**src/rtl/dma_capture_ctrl_if.sv**
```systemverilog
// Sample-stream, DMA FIFO write and status bundle for dma_capture_ctrl.
// slave is the controller's view; master is the view of whoever drives it.
interface dma_capture_ctrl_if #(
    parameter int unsigned LEN_WIDTH  = 20,
    parameter int unsigned DROP_WIDTH = 16
) ();
    logic                  cfg_enable;
    logic [LEN_WIDTH-1:0]  cfg_len;
    logic                  s_valid;
    logic [63:0]           s_data;
    logic                  fifo_wr_xfer_req;
    logic                  fifo_wr_overflow;
    logic                  fifo_wr_en;
    logic                  fifo_wr_sync;
    logic [63:0]           fifo_wr_data;
    logic                  sts_busy;
    logic                  sts_done;
    logic                  sts_abort;
    logic                  sts_ovf;
    logic [31:0]           sts_beat_cnt;
    logic [DROP_WIDTH-1:0] sts_drop_cnt;

    modport slave (
        input  cfg_enable, cfg_len, s_valid, s_data, fifo_wr_xfer_req, fifo_wr_overflow,
        output fifo_wr_en, fifo_wr_sync, fifo_wr_data, sts_busy, sts_done, sts_abort,
               sts_ovf, sts_beat_cnt, sts_drop_cnt
    );

    modport master (
        output cfg_enable, cfg_len, s_valid, s_data, fifo_wr_xfer_req, fifo_wr_overflow,
        input  fifo_wr_en, fifo_wr_sync, fifo_wr_data, sts_busy, sts_done, sts_abort,
               sts_ovf, sts_beat_cnt, sts_drop_cnt
    );
endinterface

```
**src/rtl/dma_capture_ctrl.sv**
```systemverilog
// Capture controller: arms on a cfg_enable rising edge, waits for the DMA request,
// then forwards sample beats to the DMA FIFO one cycle after acceptance.
module dma_capture_ctrl #(
    parameter int unsigned LEN_WIDTH  = 20,
    parameter int unsigned DROP_WIDTH = 16
) (
    input logic               rx_link_clk,
    input logic               rst_n,
    dma_capture_ctrl_if.slave bus
);

    typedef enum logic [1:0] {StIdle, StWaitReq, StCapture, StDone} state_e;

    state_e                r_state;
    logic                  r_en_prev;
    logic                  r_arm_ok;
    logic                  r_first;
    logic [LEN_WIDTH-1:0]  r_len;
    logic [31:0]           r_beat_cnt;
    logic [DROP_WIDTH-1:0] r_drop_cnt;
    logic                  r_done;
    logic                  r_abort;
    logic                  r_ovf;
    logic                  r_wr_en;
    logic                  r_wr_sync;
    logic [63:0]           r_wr_data;

    logic                  w_arm;
    logic                  w_accept;
    logic                  w_complete;
    logic                  w_drop;
    logic [31:0]           w_beat_inc;

    // r_arm_ok blocks an arm straight out of reset while cfg_enable is still high.
    assign w_arm      = (r_state == StIdle) && bus.cfg_enable && !r_en_prev && r_arm_ok;
    assign w_accept   = (r_state == StCapture) && bus.s_valid;
    assign w_beat_inc = r_beat_cnt + 32'd1;
    assign w_complete = w_accept && (r_len != '0) && (w_beat_inc == 32'(r_len));
    assign w_drop     = ((r_state == StWaitReq) || (r_state == StDone)) && bus.s_valid;

    always_ff @(posedge rx_link_clk or negedge rst_n) begin
        if (!rst_n) begin
            r_state    <= StIdle;
            r_en_prev  <= 1'b0;
            r_arm_ok   <= 1'b0;
            r_first    <= 1'b0;
            r_len      <= '0;
            r_beat_cnt <= '0;
            r_drop_cnt <= '0;
            r_done     <= 1'b0;
            r_abort    <= 1'b0;
            r_ovf      <= 1'b0;
            r_wr_en    <= 1'b0;
            r_wr_sync  <= 1'b0;
            r_wr_data  <= '0;
        end else begin
            r_en_prev <= bus.cfg_enable;
            if (!bus.cfg_enable) begin
                r_arm_ok <= 1'b1;
            end

            r_wr_en   <= w_accept;
            r_wr_sync <= w_accept && r_first;
            if (w_accept) begin
                r_wr_data  <= bus.s_data;
                r_beat_cnt <= w_beat_inc;
                r_first    <= 1'b0;
            end

            if (w_drop && (r_drop_cnt != '1)) begin
                r_drop_cnt <= r_drop_cnt + DROP_WIDTH'(1);
            end

            if (w_arm) begin
                r_ovf <= bus.fifo_wr_overflow;
            end else if (bus.fifo_wr_overflow) begin
                r_ovf <= 1'b1;
            end

            // Disable wins over every transition and leaves done/abort as they were.
            if (!bus.cfg_enable) begin
                r_state <= StIdle;
            end else begin
                unique case (r_state)
                    StIdle: begin
                        if (w_arm) begin
                            r_state    <= StWaitReq;
                            r_len      <= bus.cfg_len;
                            r_beat_cnt <= '0;
                            r_drop_cnt <= '0;
                            r_done     <= 1'b0;
                            r_abort    <= 1'b0;
                            r_first    <= 1'b1;
                        end
                    end
                    StWaitReq: begin
                        if (bus.fifo_wr_xfer_req) begin
                            r_state <= StCapture;
                        end
                    end
                    StCapture: begin
                        if (w_complete) begin
                            r_state <= StDone;
                            r_done  <= 1'b1;
                        end else if (!bus.fifo_wr_xfer_req) begin
                            r_state <= StDone;
                            r_abort <= 1'b1;
                        end
                    end
                    StDone: begin
                        r_state <= StDone;
                    end
                    default: begin
                        r_state <= StIdle;
                    end
                endcase
            end
        end
    end

    assign bus.fifo_wr_en   = r_wr_en;
    assign bus.fifo_wr_sync = r_wr_sync;
    assign bus.fifo_wr_data = r_wr_data;
    assign bus.sts_busy     = (r_state == StWaitReq) || (r_state == StCapture);
    assign bus.sts_done     = r_done;
    assign bus.sts_abort    = r_abort;
    assign bus.sts_ovf      = r_ovf;
    assign bus.sts_beat_cnt = r_beat_cnt;
    assign bus.sts_drop_cnt = r_drop_cnt;

endmodule

```
**src/flat_wrapper.sv**
```systemverilog
// flat-port wrapper written by rule: the top's interface ports become plain ports
module dma_capture_ctrl_flat 
#(
    parameter int unsigned LEN_WIDTH  = 20,
    parameter int unsigned DROP_WIDTH = 16
)
  (rx_link_clk, rst_n, bus_cfg_enable, bus_cfg_len, bus_s_valid, bus_s_data, bus_fifo_wr_xfer_req, bus_fifo_wr_overflow, bus_fifo_wr_en, bus_fifo_wr_sync, bus_fifo_wr_data, bus_sts_busy, bus_sts_done, bus_sts_abort, bus_sts_ovf, bus_sts_beat_cnt, bus_sts_drop_cnt);
  dma_capture_ctrl_if #(.LEN_WIDTH(LEN_WIDTH), .DROP_WIDTH(DROP_WIDTH)) bus_i ();
  input logic rx_link_clk;
  input logic rst_n;
  input wire logic [$bits(bus_i.cfg_enable)-1:0] bus_cfg_enable;
  input wire logic [$bits(bus_i.cfg_len)-1:0] bus_cfg_len;
  input wire logic [$bits(bus_i.s_valid)-1:0] bus_s_valid;
  input wire logic [$bits(bus_i.s_data)-1:0] bus_s_data;
  input wire logic [$bits(bus_i.fifo_wr_xfer_req)-1:0] bus_fifo_wr_xfer_req;
  input wire logic [$bits(bus_i.fifo_wr_overflow)-1:0] bus_fifo_wr_overflow;
  output wire logic [$bits(bus_i.fifo_wr_en)-1:0] bus_fifo_wr_en;
  output wire logic [$bits(bus_i.fifo_wr_sync)-1:0] bus_fifo_wr_sync;
  output wire logic [$bits(bus_i.fifo_wr_data)-1:0] bus_fifo_wr_data;
  output wire logic [$bits(bus_i.sts_busy)-1:0] bus_sts_busy;
  output wire logic [$bits(bus_i.sts_done)-1:0] bus_sts_done;
  output wire logic [$bits(bus_i.sts_abort)-1:0] bus_sts_abort;
  output wire logic [$bits(bus_i.sts_ovf)-1:0] bus_sts_ovf;
  output wire logic [$bits(bus_i.sts_beat_cnt)-1:0] bus_sts_beat_cnt;
  output wire logic [$bits(bus_i.sts_drop_cnt)-1:0] bus_sts_drop_cnt;
  assign bus_i.cfg_enable = bus_cfg_enable;
  assign bus_i.cfg_len = bus_cfg_len;
  assign bus_i.s_valid = bus_s_valid;
  assign bus_i.s_data = bus_s_data;
  assign bus_i.fifo_wr_xfer_req = bus_fifo_wr_xfer_req;
  assign bus_i.fifo_wr_overflow = bus_fifo_wr_overflow;
  assign bus_fifo_wr_en = bus_i.fifo_wr_en;
  assign bus_fifo_wr_sync = bus_i.fifo_wr_sync;
  assign bus_fifo_wr_data = bus_i.fifo_wr_data;
  assign bus_sts_busy = bus_i.sts_busy;
  assign bus_sts_done = bus_i.sts_done;
  assign bus_sts_abort = bus_i.sts_abort;
  assign bus_sts_ovf = bus_i.sts_ovf;
  assign bus_sts_beat_cnt = bus_i.sts_beat_cnt;
  assign bus_sts_drop_cnt = bus_i.sts_drop_cnt;
  dma_capture_ctrl #(.LEN_WIDTH(LEN_WIDTH), .DROP_WIDTH(DROP_WIDTH)) u_core (.rx_link_clk(rx_link_clk), .rst_n(rst_n), .bus(bus_i));
endmodule
```
**config.mk**
```make
export PLATFORM = sky130hd
export DESIGN_NAME = dma_capture_ctrl_flat
export DESIGN_NICKNAME = d
export VERILOG_FILES = /design/src/rtl/dma_capture_ctrl_if.sv /design/src/rtl/dma_capture_ctrl.sv /design/src/flat_wrapper.sv
export SDC_FILE = /design/constraint.sdc
export NUM_CORES = 1
export LEC_CHECK = 0
export CAP_MARGIN = 10
export CORE_UTILIZATION = 51
export DETAILED_ROUTE_END_ITERATION = 6
export GPL_TIMING_DRIVEN = 1
export PLACE_DENSITY = 0.87
export SYNTH_ARGS = -nofsm -noshare
export SYNTH_HDL_FRONTEND = slang
export SYNTH_SLANG_ARGS = --single-unit
```
**constraint.sdc**
```tcl
create_clock -name rx_link_clk -period 5.9 [get_ports rx_link_clk]
set_clock_uncertainty 0.15 [all_clocks]
set_input_delay 1.77 -clock rx_link_clk [delete_from_list [all_inputs] [get_ports rx_link_clk]]
set_output_delay 1.77 -clock rx_link_clk [all_outputs]
set_load 0.02 [all_outputs]
```
* After elaboration in Yosys (flattened, before gate mapping)
Cells that the tools add are included.
** Word-level totals
- Bits in registers :: 142
- Logic and storage cells :: 73
- Output and inout bits :: 118
** Cells by class
- Multiplexer cells :: 26
- Reduce and logical (&&, ||, !) cells :: 20
- Eq/ne operators :: 12
- Add/sub/neg operators :: 2
** Operators by type and width (number)
- $mux 32 :: 4
- $mux 16 :: 4
- $add 32x1->32 const B :: 1
- $eq 32x20->1 :: 1
- $reduce_bool 20->1 :: 1
- $add 16x1->16 const B :: 1
- $ne 16x16->1 const B :: 1
- $mux 1 :: 10
- $mux 2 :: 5
- $logic_and 1x1->1 :: 9
- $pmux 2 s4 :: 1
- $reduce_and 3->1 :: 2
- $reduce_and 5->1 :: 1
- $eq 2x2->1 const B :: 2
- $ne 2x1->1 const B :: 2
- $ne 2x2->1 const B :: 2
- $ne 4x3->1 const B :: 1
- $pmux 1 s2 :: 2
- $reduce_and 4->1 :: 1
- $reduce_bool 2->1 :: 2
- $ne 3x2->1 const B :: 1
- $ne 3x3->1 const B :: 1
- $eq 2x1->1 const B :: 1
- $logic_not 2->1 :: 1
- other kinds (2) :: 3

* Depth between registers and ports, before layout
- Word-level depth :: 8
- Depth in mapped cells :: 11
- Mapped depth without buffers :: 11

* Worst setup path after synthesis
OpenSTA, ideal clock, no wires.
- Path type :: in2reg
- Start point :: input port bus_s_valid
- End point :: register u_core.r_abort (netlist: u_core.bus.sts_abort)
- Path slack :: 1.858 ns
- Cell stages on the path :: 9
- Data arrival time :: 3.770 ns
- Library setup time :: 0.122 ns
- Path through :: nand2_2 -> inv_2 -> o2111ai_1 -> or4b_2 -> nor4b_1 -> o2111ai_2 -> nor4_4 -> o21ai_0 -> o2bb2ai_1
** Between the ends
- Word-level cells in the longest chain between the ends :: 5
** Ends and longest elaborated chain
- from (decl) :: line flat_wrapper.sv:13 : input wire logic [$bits(bus_i.s_valid)-1:0] bus_s_valid;
- $logic_and 1x1->1 :: line dma_capture_ctrl.sv:36 : assign w_accept = (r_state == StCapture) && bus.s_valid;
- $logic_and 1x1->1 (2 in series) :: line dma_capture_ctrl.sv:38 : assign w_complete = w_accept && (r_len != '0) && (w_beat_inc == 32'(r_len));
- $ne 2x2->1 (no line)
- $reduce_and 5->1 (no line)
- to (signal assigned) :: line dma_capture_ctrl.sv:51 : r_abort <= 1'b0;
- to (signal assigned) :: line dma_capture_ctrl.sv:92 : r_abort <= 1'b0;
- to (signal assigned) :: line dma_capture_ctrl.sv:107 : r_abort <= 1'b1;
- to (decl) :: line dma_capture_ctrl.sv:22 : logic r_abort;
Every way passes these cells.
A chain may end at the register's enable or synchronous reset.

* Final worst setup path
Same ends and word-level chain as after synthesis.

==> flow_metrics.tcl <==
set metrics [dict create \
    outcome "finished clean" \
    layout_setup_ws_ps 1640 \
    synth_area_per_cell_sq_um 8.74 \
    number_of_cts_inserted_buffers 17 \
    via_per_inst 5.34 \
    antenna-diode-count 0 \
    gp_congestion 0.878 \
    starting_density_pct 52.2 \
    worst_setup_path_start_kind "input pin" \
    post-route-min-period_ps 4260 \
    layout.core_utilization_pct 73.0 \
    async_reset_ff_share_pct 100 \
    synth_warnings 0 \
    detailroute.wirelength.met2_mm 9.03 \
    maxCapViolCount 0 \
    yosys.area.top_type "sky130_fd_sc_hd__dfrtp_1" \
    post_route_cells_drive_above_1_share_pct 5.53 \
    cts-root-to-sink-buffers 2 \
    worst_ir_drop_vdd_v 0.000318 \
    drc 0 \
    synth.cell_area_sq_mm 0.00691 \
    die_width_microns 118 \
    max_freq_ghz 0.235 \
    cts_num_sinks 142 \
    detailedPlacementHpwl_mm 12.8 \
    chipHeight_microns 118 \
    number_of_synthesized_flops_with_an_enable_pin 0 \
    power.static_leakage_nw 4.33 \
    io-pin-count 208 \
    synth.net_count 886 \
    pre_cts_ws_ps 1230 \
    setup_total_negative_slack_ps 0 \
    finalPower_mw 3.93 \
    critical-path-slowest-cell "sky130_fd_sc_hd__or4b_2" \
    cp_cell_sequence "clkdlybuf4s50_1 -> nand2_2 -> inv_2 -> o2111ai_1 -> or4b_2 -> nor4b_1 -> o2111ai_2 -> nor4_4 -> o21ai_0 -> o2bb2ai_1" \
    cts_root_buffer "sky130_fd_sc_hd__clkbuf_16" \
    sequential_element_share_of_the_synthesized_area_pct 51.4 \
    fp.coreArea_sq_mm 0.0132 \
    post-cts-setup-buffers 0 \
    rsz0062_at_grt "false" \
    overflow 0 \
    routedLengthMet1_mm 7.51 \
    placed_cell_area_sq_mm 0.00908 \
    postCtsResizedCells 0 \
    routed_wirelength_mm 18.3 \
    core.rowCount 42 \
    cp.arrival_ps 4420 \
    commonest_non_fill_non_tap_cell_in_the_layout "sky130_fd_sc_hd__nand2_1" \
    worst_ep_required_time_ps 6060 \
    insertion_delay_ps 420 \
    final.period_utilization_pct 72.2 \
    placement.io_buffers 207 \
    ctsHtreeMaxLevel 4 \
    criticalPathCategory "input pin to flop" \
    hold_viol_final 0 \
    report.final.setup_viol 0 \
    worst_hold_path_type "flop to flop" \
    drtIter0Drc 455 \
    grt_pass1_wl_mm 30.6 \
    ant_nets 0 \
    met3RoutedLength_mm 1.43 \
    area_growth_syn_to_layout_pct 40.0 \
    cts_tree "built" \
    routed.top_layer "met4" \
    category_of_the_worst_setup_path_capture_point "flop" \
    clk_pin_slew_ps 60 \
    layout.cells.most_common_list "sky130_fd_sc_hd__nand2_1 (285), sky130_fd_sc_hd__clkdlybuf4s50_1 (206), sky130_fd_sc_hd__dfrtp_1 (142)" \
    hold_buffers 0 \
    dominantRegCellSynth "sky130_fd_sc_hd__dfrtp_1" \
    num-nets-final 1078 \
    relative_slew_slack_pct 36.6 \
    grt_start_max_net_pins 80 \
    routed_wire_length_per_instance_microns 15.6 \
    yosys-top-cells-area "sky130_fd_sc_hd__dfrtp_1 (51%), sky130_fd_sc_hd__nand2_1 (15%), sky130_fd_sc_hd__xnor2_1 (4.1%)" \
    grt_util_all_layers_pct 27.7 \
    layout.cell_area.non_filler_sq_mm 0.00967 \
    initial_antenna_violation_count 0 \
    dieArea_sq_mm 0.0140 \
    fraction_of_synthesized_cell_area_taken_by_the_top_area_cell_type_pct 51.4 \
    via_count 6253 \
    tightestPinTransition_ps 951 \
    detail_route.first_pass.iterations 4 \
    postSynthCellCount 790 \
    synth.ff_latch_count 142 \
    first_global_vias 6232 \
    power.density_cell_area_mw_per_mm2 406 \
    maximum_net_fanout_on_the_critical_path 4 \
    timing.final.max_slew_violations 0 \
    synth_cell_types 61 \
    max_stage_delay_ps 650 \
]
-- area by class of cell --
cell class / instances / area (sq um)
Timing Repair Buffer: 213 / 2120
Clock inverter: 12 / 136
Clock buffer: 20 / 457
Inverter: 8 / 30.0
Sequential cell: 142 / 3550
Multi-Input combinational cell: 600 / 3160
Tap cell: 176 / 220
Fill cell: 992 / 3570
-- sequential cells by signal (all words and copies together) (netlist names) --
| name | cells |
|---|---|
| u_core.bus.fifo_wr_en | 1 |
| u_core.r_en_prev | 1 |
| u_core.r_state | 2 |
| u_core.bus.sts_beat_cnt | 32 |
| u_core.bus.fifo_wr_sync | 1 |
| u_core.bus.sts_done | 1 |
| u_core.bus.sts_ovf | 1 |
| u_core.r_first | 1 |
| u_core.r_len | 20 |
| u_core.r_arm_ok | 1 |
| u_core.bus.sts_abort | 1 |
| u_core.bus.fifo_wr_data | 64 |
| u_core.bus.sts_drop_cnt | 16 |
-- worst max-delay path: cells and delay by family --
kind	cells	cell delay [ps]
compound gates	4	570
simple gates	4	1470
buf+inv	2	600
-- where the power goes --
group	total [mW]	leakage (nW)	switching (mW)	internal [mW]
clock network	1.06	0.283	0.418	0.647
registers	1.46	1.85	0.204	1.25
logic	1.40	2.20	0.762	0.643
total	3.93	4.33	1.38	2.54
-- synthesized netlist by cell type (all sizes together) (3+ instances only) --
| cell | n |
|---|---|
| nand2 | 286 |
| dfrtp | 142 |
| nor2 | 63 |
| xnor2 | 32 |
| xor2 | 30 |
| nand3 | 28 |
| clkbuf | 27 |
| o21ai | 19 |
| a21oi | 14 |
| nand4 | 14 |
| or3 | 14 |
| buf | 13 |
| nor4 | 13 |
| nor3 | 10 |
| and3 | 9 |
| inv | 8 |
| ha | 6 |
| mux2i | 6 |
| and4 | 4 |
| nand2b | 4 |
| or2 | 4 |
| or4 | 4 |
| and2 | 3 |
| nor2b | 3 |
| nor3b | 3 |
| o211ai | 3 |
-- per-stage QoR --
stage               instances  hold slack [ps]
floorplan                 790              290
finish                   1171              321
detailed placement       1139              311
CTS                      1171              326
global route             1171              347
global placement         1139              303
-- cells by family after synthesis --
family	after synthesis	share of synthesized area [%]
AOI/OAI and AO/OA	54	5.13
xor gates and xnor gates	62	7.86
adders and majority gates	6	1.09
buffers and inverters	48	2.88
DFF	142	51.4
muxes	7	1.03
and+or+nand+nor	471	30.6
-- per-layer routing --
layer	up-vias	track usage (%)
li1	2984	-
met1	3006	34.9
met2	236	45.6
met3	27	7.63
met4	0	10.6
met5	-	0
-- path summary, 6_finish.rpt --
path | start | endpoint | slack (ps) | cells after the start
worst max-delay path | bus_s_valid | u_core.bus.sts_abort$_DFFE_PN0P_ | 1640 | 10
worst min register to register | u_core.bus.fifo_wr_data[34]$_DFFE_PN0P_ | u_core.bus.fifo_wr_data[34]$_DFFE_PN0P_ | 320 | 2
max in group asynchronous | rst_n | u_core.r_arm_ok$_DFFE_PN0N_ | 3400 | 2
min in group asynchronous | rst_n | u_core.bus.sts_beat_cnt[16]$_DFF_PN0_ | 1180 | 1
worst max register to register | u_core.bus.sts_beat_cnt[0]$_DFF_PN0_ | u_core.bus.sts_abort$_DFFE_PN0P_ | 2430 | 9
worst min-delay path | u_core.bus.fifo_wr_data[34]$_DFFE_PN0P_ | u_core.bus.fifo_wr_data[34]$_DFFE_PN0P_ | 320 | 2
Power figures use the tool's default switching activity.
